<file path="src/rtl/fetch_controller.sv">
// Fetch sequencer: owns the PC and keeps at most one instruction-memory request outstanding.
// Latency: an instruction reaches the decode slot one cycle after its ImemRValid; the memory latency itself is arbitrary.
// Backpressure: Stall holds the slot, a one-entry skid catches a response that meets a full stalled slot, and no request issues while blocked.
module fetch_controller #(
    parameter int unsigned      WIDTH    = 32,
    parameter logic [WIDTH-1:0] RESET_PC = {WIDTH{1'b0}},
    parameter int unsigned      PC_STEP  = 4
) (
    input  logic             clock,
    input  logic             reset,
    input  logic             BranchTaken,
    input  logic [WIDTH-1:0] BranchTarget,
    input  logic             Stall,
    input  logic             ImemGnt,
    input  logic             ImemRValid,
    input  logic [WIDTH-1:0] ImemRData,
    output logic             ImemReq,
    output logic [WIDTH-1:0] ImemAddr,
    output logic [WIDTH-1:0] PC,
    output logic [WIDTH-1:0] PCPlus4,
    output logic [WIDTH-1:0] Instr,
    output logic [WIDTH-1:0] InstrPC,
    output logic             InstrValid
);

    localparam logic [WIDTH-1:0] STEP = WIDTH'(PC_STEP);

    typedef enum logic [1:0] {
        ST_BOOT  = 2'd0,
        ST_ISSUE = 2'd1,
        ST_WAIT  = 2'd2,
        ST_HOLD  = 2'd3
    } state_t;

    typedef struct packed {
        logic [WIDTH-1:0] dat;
        logic [WIDTH-1:0] pc;
    } slot_t;

    state_t           state;
    state_t           state_nxt;
    logic [WIDTH-1:0] pc_q;
    logic [WIDTH-1:0] req_pc;
    logic             kill_pending;
    slot_t            slot_q;
    logic             slot_vld;
    slot_t            skid_q;
    logic             skid_vld;

    logic             free;
    logic             consume;
    logic             req_c;
    logic             grant_hit;
    logic             rsp_take;
    logic             rsp_to_slot;
    logic             rsp_to_skid;
    logic             skid_drain;

    assign free    = !slot_vld || !Stall;
    assign consume = slot_vld && !Stall;

    // State register
    always_ff @(posedge clock or negedge reset) begin
        if (!reset) begin
            state <= ST_BOOT;
        end else begin
            state <= state_nxt;
        end
    end

    // Next-state logic; a redirect never holds the FSM back, it only marks in-flight data as dead
    always_comb begin
        state_nxt = state;
        case (state)
            ST_BOOT:  state_nxt = ST_ISSUE;
            ST_ISSUE: if (grant_hit) state_nxt = ST_WAIT;
            ST_WAIT:  if (ImemRValid) state_nxt = rsp_to_skid ? ST_HOLD : ST_ISSUE;
            ST_HOLD:  if (BranchTaken || consume) state_nxt = ST_ISSUE;
            default:  state_nxt = ST_BOOT;
        endcase
    end

    // Output / action decode
    always_comb begin
        req_c       = 1'b0;
        grant_hit   = 1'b0;
        rsp_take    = 1'b0;
        rsp_to_slot = 1'b0;
        rsp_to_skid = 1'b0;
        skid_drain  = 1'b0;
        case (state)
            ST_ISSUE: begin
                req_c     = free;
                grant_hit = free && ImemGnt;
            end
            ST_WAIT: begin
                rsp_take    = ImemRValid && !kill_pending && !BranchTaken;
                rsp_to_slot = rsp_take && free;
                rsp_to_skid = rsp_take && !free;
            end
            ST_HOLD: begin
                skid_drain = consume && !BranchTaken;
            end
            default: begin
                req_c = 1'b0;
            end
        endcase
    end

    always_ff @(posedge clock or negedge reset) begin
        if (!reset) begin
            pc_q         <= RESET_PC;
            req_pc       <= {WIDTH{1'b0}};
            kill_pending <= 1'b0;
        end else begin
            if (BranchTaken) begin
                pc_q <= BranchTarget;
            end else if (rsp_take) begin
                pc_q <= req_pc + STEP;
            end

            if (grant_hit) begin
                req_pc <= pc_q;
            end

            // A grant that coincides with a redirect belongs to the old path
            if (grant_hit) begin
                kill_pending <= BranchTaken;
            end else if (state == ST_WAIT) begin
                if (ImemRValid) begin
                    kill_pending <= 1'b0;
                end else if (BranchTaken) begin
                    kill_pending <= 1'b1;
                end
            end
        end
    end

    always_ff @(posedge clock or negedge reset) begin
        if (!reset) begin
            slot_q   <= '0;
            slot_vld <= 1'b0;
            skid_q   <= '0;
            skid_vld <= 1'b0;
        end else begin
            if (BranchTaken) begin
                slot_vld <= 1'b0;
            end else if (rsp_to_slot) begin
                slot_q   <= '{dat: ImemRData, pc: req_pc};
                slot_vld <= 1'b1;
            end else if (skid_drain) begin
                slot_q   <= skid_q;
                slot_vld <= 1'b1;
            end else if (consume) begin
                slot_vld <= 1'b0;
            end

            if (BranchTaken) begin
                skid_vld <= 1'b0;
            end else if (rsp_to_skid) begin
                skid_q   <= '{dat: ImemRData, pc: req_pc};
                skid_vld <= 1'b1;
            end else if (skid_drain) begin
                skid_vld <= 1'b0;
            end
        end
    end

    assign ImemReq    = req_c;
    assign ImemAddr   = pc_q;
    assign PC         = pc_q;
    assign PCPlus4    = pc_q + STEP;
    assign Instr      = slot_q.dat;
    assign InstrPC    = slot_q.pc;
    assign InstrValid = slot_vld;

endmodule

</file>
<file path="config.mk">
export PLATFORM = sky130hd
export DESIGN_NAME = fetch_controller
export DESIGN_NICKNAME = d
export VERILOG_FILES = /design/src/rtl/fetch_controller.sv
export SDC_FILE = /design/constraint.sdc
export NUM_CORES = 1
export LEC_CHECK = 0
export BUFFER_PORTS_ARGS = -buffer_cell sky130_fd_sc_hd__buf_2
export CORE_MARGIN = 3
export CORE_UTILIZATION = 40
export CTS_BUF_LIST = sky130_fd_sc_hd__clkbuf_4 sky130_fd_sc_hd__clkbuf_8
export CTS_CLUSTER_DIAMETER = 100
export DETAILED_ROUTE_END_ITERATION = 7
export PLACE_DENSITY = 0.7
export SLEW_MARGIN = 0
export SYNTH_ARGS = -nofsm -noshare
export SYNTH_HDL_FRONTEND = slang
export SYNTH_SLANG_ARGS = --single-unit
</file>
<file path="constraint.sdc">
create_clock -name clock -period 3.6 [get_ports clock]
set_input_delay 0.36 -clock clock [delete_from_list [all_inputs] [get_ports clock]]
set_output_delay 0.36 -clock clock [all_outputs]
set_load 0.02 [all_outputs]
</file>
---- Word level (Yosys, flattened, before mapping) ----
Cells that the tools add are included.
word-level totals
  register bits after elaboration ......... 196
  input bits .............................. 70
  output and inout bits ................... 162
  logic and storage cells ................. 65
operators by class
  $add $sub $neg .......................... 2
  equal/unequal tests ..................... 6
  mux-type cells .......................... 23
  bitwise operators ....................... 1
  reductions and logical operators ........ 24
operator list
  kind                   number
  $mux 64                2
  $add 32x3->32 const B  2
  $mux 32                2
  $mux 1                 14
  $mux 2                 4
  $pmux 2 s4             1
  $logic_and 1x1->1      7
  $ne 2x2->1 const B     3
  $reduce_and 2->1       3
  $reduce_bool 2->1      3
  $logic_not 1->1        5
  $eq 2x2->1 const B     2
  $reduce_bool 4->1      1
  $reduce_and 3->1       1
  $reduce_bool 3->1      1
  $eq 2x1->1 const B     1
  $logic_not 2->1        1
  $logic_or 1x1->1       2
  $not 1->1              1

---- Longest topological paths before layout ----
  depth after elaboration ................. 8
  depth in mapped cells ................... 10
  depth with buffers taken out ............ 7

---- Worst setup path before layout ----
OpenSTA, ideal clock, no wires.
  kind .................................... register to output
  start ................................... register pc_q[2] (netlist: ImemAddr[2])
  end ..................................... output PCPlus4[26]
  arrival time ............................ 1.941 ns
  required time ........................... 3.240 ns
  path slack .............................. 1.299 ns
  cell stages (with the launch flop) ...... 8
  path buffers ............................ 1
  cell sequence ........................... dfrtp_1 -> ha_1 -> nand4_1 -> nor3_2 -> and3_1 -> buf_4 -> nand4_1 -> xnor2_1
on the way
  word-level cells in the longest chain between the ends .. 1
RTL lines
  item                    line  RTL
  from (decl)             42    logic [WIDTH-1:0] pc_q;
  from (signal assigned)  117   pc_q <= BranchTarget;
  from (signal assigned)  119   pc_q <= req_pc + STEP;
  $add 32x3->32           172   assign PCPlus4 = pc_q + STEP;
  to (decl)               20    output logic [WIDTH-1:0] PCPlus4,
No other way between the ends.

---- Worst setup path after layout ----
  start ................................... register pc_q[2] (netlist: ImemAddr[2])
  end ..................................... output PCPlus4[31]
The elaborated chain is that of the path after synthesis.

==> out/results.ini <==
[drt]
via_per_inst = 5.15
wl_um = 23700
first_pass_iters = 5
final_antenna_net_count = 0
vias = 6912
route.detailed.drc = 0
drt-initial-drc-count = 461
post_drt_wl_per_cell_um = 17.7

[yosys]
synth-seq-cells = 196
synth_compound_area_frac = 0.0766
syn_avg_cell_area_um2 = 11.3
yosys.area_share.simple = 0.113
yosys.cell_count.top_type = dfrtp_1
synth_top_cell_area_share = 0.517
synth_seq_area_share = 0.517
synth_nets = 919
synth_edf_count = 0
synthFlopType = dfrtp_1
ys_async_sr_fraction = 1.00
synth_xor_area_frac = 0.0489
synth_top_family_by_area = multiplexers
yosys_warnings = 0
syn_area_um2 = 9490
synthTopCellsByCount = 196 x dfrtp_1, 125 x nand2_1, 92 x mux2_2
synth_area_leaders = dfrtp_1 52%, mux2_2 11%, mux2i_1 7.0%
yosys.cell_types.count = 45
synth_area_leader_cell = dfrtp_1
synthCells = 843
yosys.area_share.adder = 0.00791
synthMuxAreaShare = 0.179

[timing]
setup_violations = 0
rsz0062_at_grt = false
tns_ns = 0
max_clock_freq_mhz = 316
finalMaxSlewViolations = 0
worstMarginPinSlew_ns = 0.925
setup_ws_ns = 0.440
min_period_ns = 3.16
fin_skew_ns = 0.0162
maxSlewHeadroom = 0.381
hold_viol = 0
period_share = 0.878

[place]
placed_area_um2 = 10700
gp_congestion = 0.768
io_buffers = 231
dpl.hpwl_um = 16500
dp_slack_ns = 0.844

[power]
switching_share = 0.342
pwr_density_cell_nw_per_um2 = 515
clkPwrFrac = 0.264
p_int_mw = 3.76
pwr-share-seq = 0.511
power_switching_mw = 1.95
vdd_ir_drop_max_mv = 0.247
total_power_mw = 5.71
power.leakage_nw = 5.82
comb_power_share = 0.226

[worst_hold_path]
hold_path.class = input port to flip-flop
holdPathStages = 3

[floorplanning]
core-area_um2 = 23000
die_w_um = 160
rows = 55
die-area_um2 = 25600
ios = 232
start_util = 0.413
die_y_um = 160

[clocking]
h-tree-depth = 4
clockBufferDepth = 2
clock_latency_ns = 0.46
cts.sinks = 196
cts_tree = done
cts-root-buf = clkbuf_8
cts-buffers-inserted = 17
post-cts-setup-buffers = 0
path_clk_slew_ns = 0.10

[cells_and_area]
drive_above_1_share = 0.370
regArea_um2 = 4900
final_cell_area_um2 = 11100
fill_cells = 2171
fin_nets = 1094
antenna_cells = 0
area_growth_pct = 16.9
multi_input_area_um2 = 4070

[critical_path]
cp_max_fo = 8
critical_path_arrival_ns = 2.80
worstSetupStartpointType = flip-flop
reg2regPathDepth = 8
required_ns = 3.24
end_kind = output port
critical_path_class = flip-flop to output port

[global_route]
grt-ovfl-total = 0
first_global_vias = 6836
grt_usage = 0.186
grt_start_max_net_pins = 101
grt_antenna_before_repair = 3
grt_pass1_wl_um = 38200

[job]
maxCapViolCount = 0

[run_status]
outcome = finished clean

power by group through the flow:
stage	Sequential [mW]	Combinational [mW]	Clock [mW]
after floorplan	2.86	0.960	0
after global placement	2.94	1.28	0
after detailed placement	2.95	1.30	0
after CTS	2.91	1.31	1.56
after global routing	2.98	1.41	1.65
final	2.92	1.29	1.51
layer usage:
metal	global-route usage	wire (um)	vias up
met1	0.256	10900	3367
li1	-	-	3271
met5	0	54	-
met3	0.0438	1610	35
met2	0.296	10900	233
met4	0.0536	318	6
cell usage in the layout, fill, tap and decap left out, types with 15 or more instances in the layout:
| cell type | instances |
|---|---|
| o221ai_1 | 15 |
| mux2_2 | 92 |
| clkbuf_8 | 18 |
| nand3_1 | 26 |
| buf_2 | 230 |
| o21ai_0 | 79 |
| xnor2_1 | 27 |
| mux2i_1 | 66 |
| dfrtp_1 | 196 |
| xor2_1 | 26 |
| nand2_1 | 124 |
flip-flops by register name, indices dropped and copies added (netlist names):
register      cells
InstrValid        1
kill_pending      1
ImemAddr         32
state             2
InstrPC          32
skid_q           64
Instr            32
req_pc           32
cell families after synthesis:
logic type | after synthesis
AND/OR/NAND/NOR | 217
flip-flops | 196
multiplexers | 158
AO/OA/AOI/OAI | 120
buffers and inverters | 93
XOR/XNOR | 53
adder cells (fa/ha/maj) | 6
final timing paths:
path                                               from                       end  slack (ns)
worst max-delay path            ImemAddr[2]$_DFFE_PN0P_               PCPlus4[31]        0.44
worst min-delay path                   BranchTarget[19]  ImemAddr[19]$_DFFE_PN0P_        0.12
worst max register to register     state[0]$_DFFE_PN0P_     Instr[26]$_DFFE_PN0P_        0.85
worst min register to register     Instr[0]$_DFFE_PN0P_      Instr[0]$_DFFE_PN0P_        0.48
max in group asynchronous                         reset     Instr[21]$_DFFE_PN0P_        2.15
min in group asynchronous                         reset    skid_q[40]$_DFFE_PN0P_        0.56
worst max-delay path, stage by stage, from the launching register on:
cell and delay [ns]:
dfrtp_1 0.54, nand2_1 0.17, nor4_4 0.38, and4_1 0.52
nand4_1 0.31, xnor2_1 0.23, buf_2 0.19
metrics by stage:
step	cells	util	hold slack, ns
global route	1343	0.482	0.103
finish	1343	0.482	0.117
global placement	1311	0.464	0.457
detailed placement	1311	0.464	0.466
floorplan	843	-	0.0644
CTS	1343	0.482	0.0793
what timing repair did:
action / CTS / global route
hold buffers: 1 / 0
endpoints found under the hold margin: 7 / 0
gates resized for setup: 0 / 0
area by class of cell:
| class | count | area share |
|---|---|---|
| Timing Repair Buffer | 241 | 0.115 |
| Inverter | 8 | 0.00271 |
| Clock buffer | 21 | 0.0238 |
| Clock inverter | 10 | 0.0135 |
| Tap cell | 313 | 0.0353 |
| Sequential cell | 196 | 0.442 |
| Multi-Input combinational cell | 554 | 0.367 |
No activity file was read; power rests on OpenSTA's default activity.
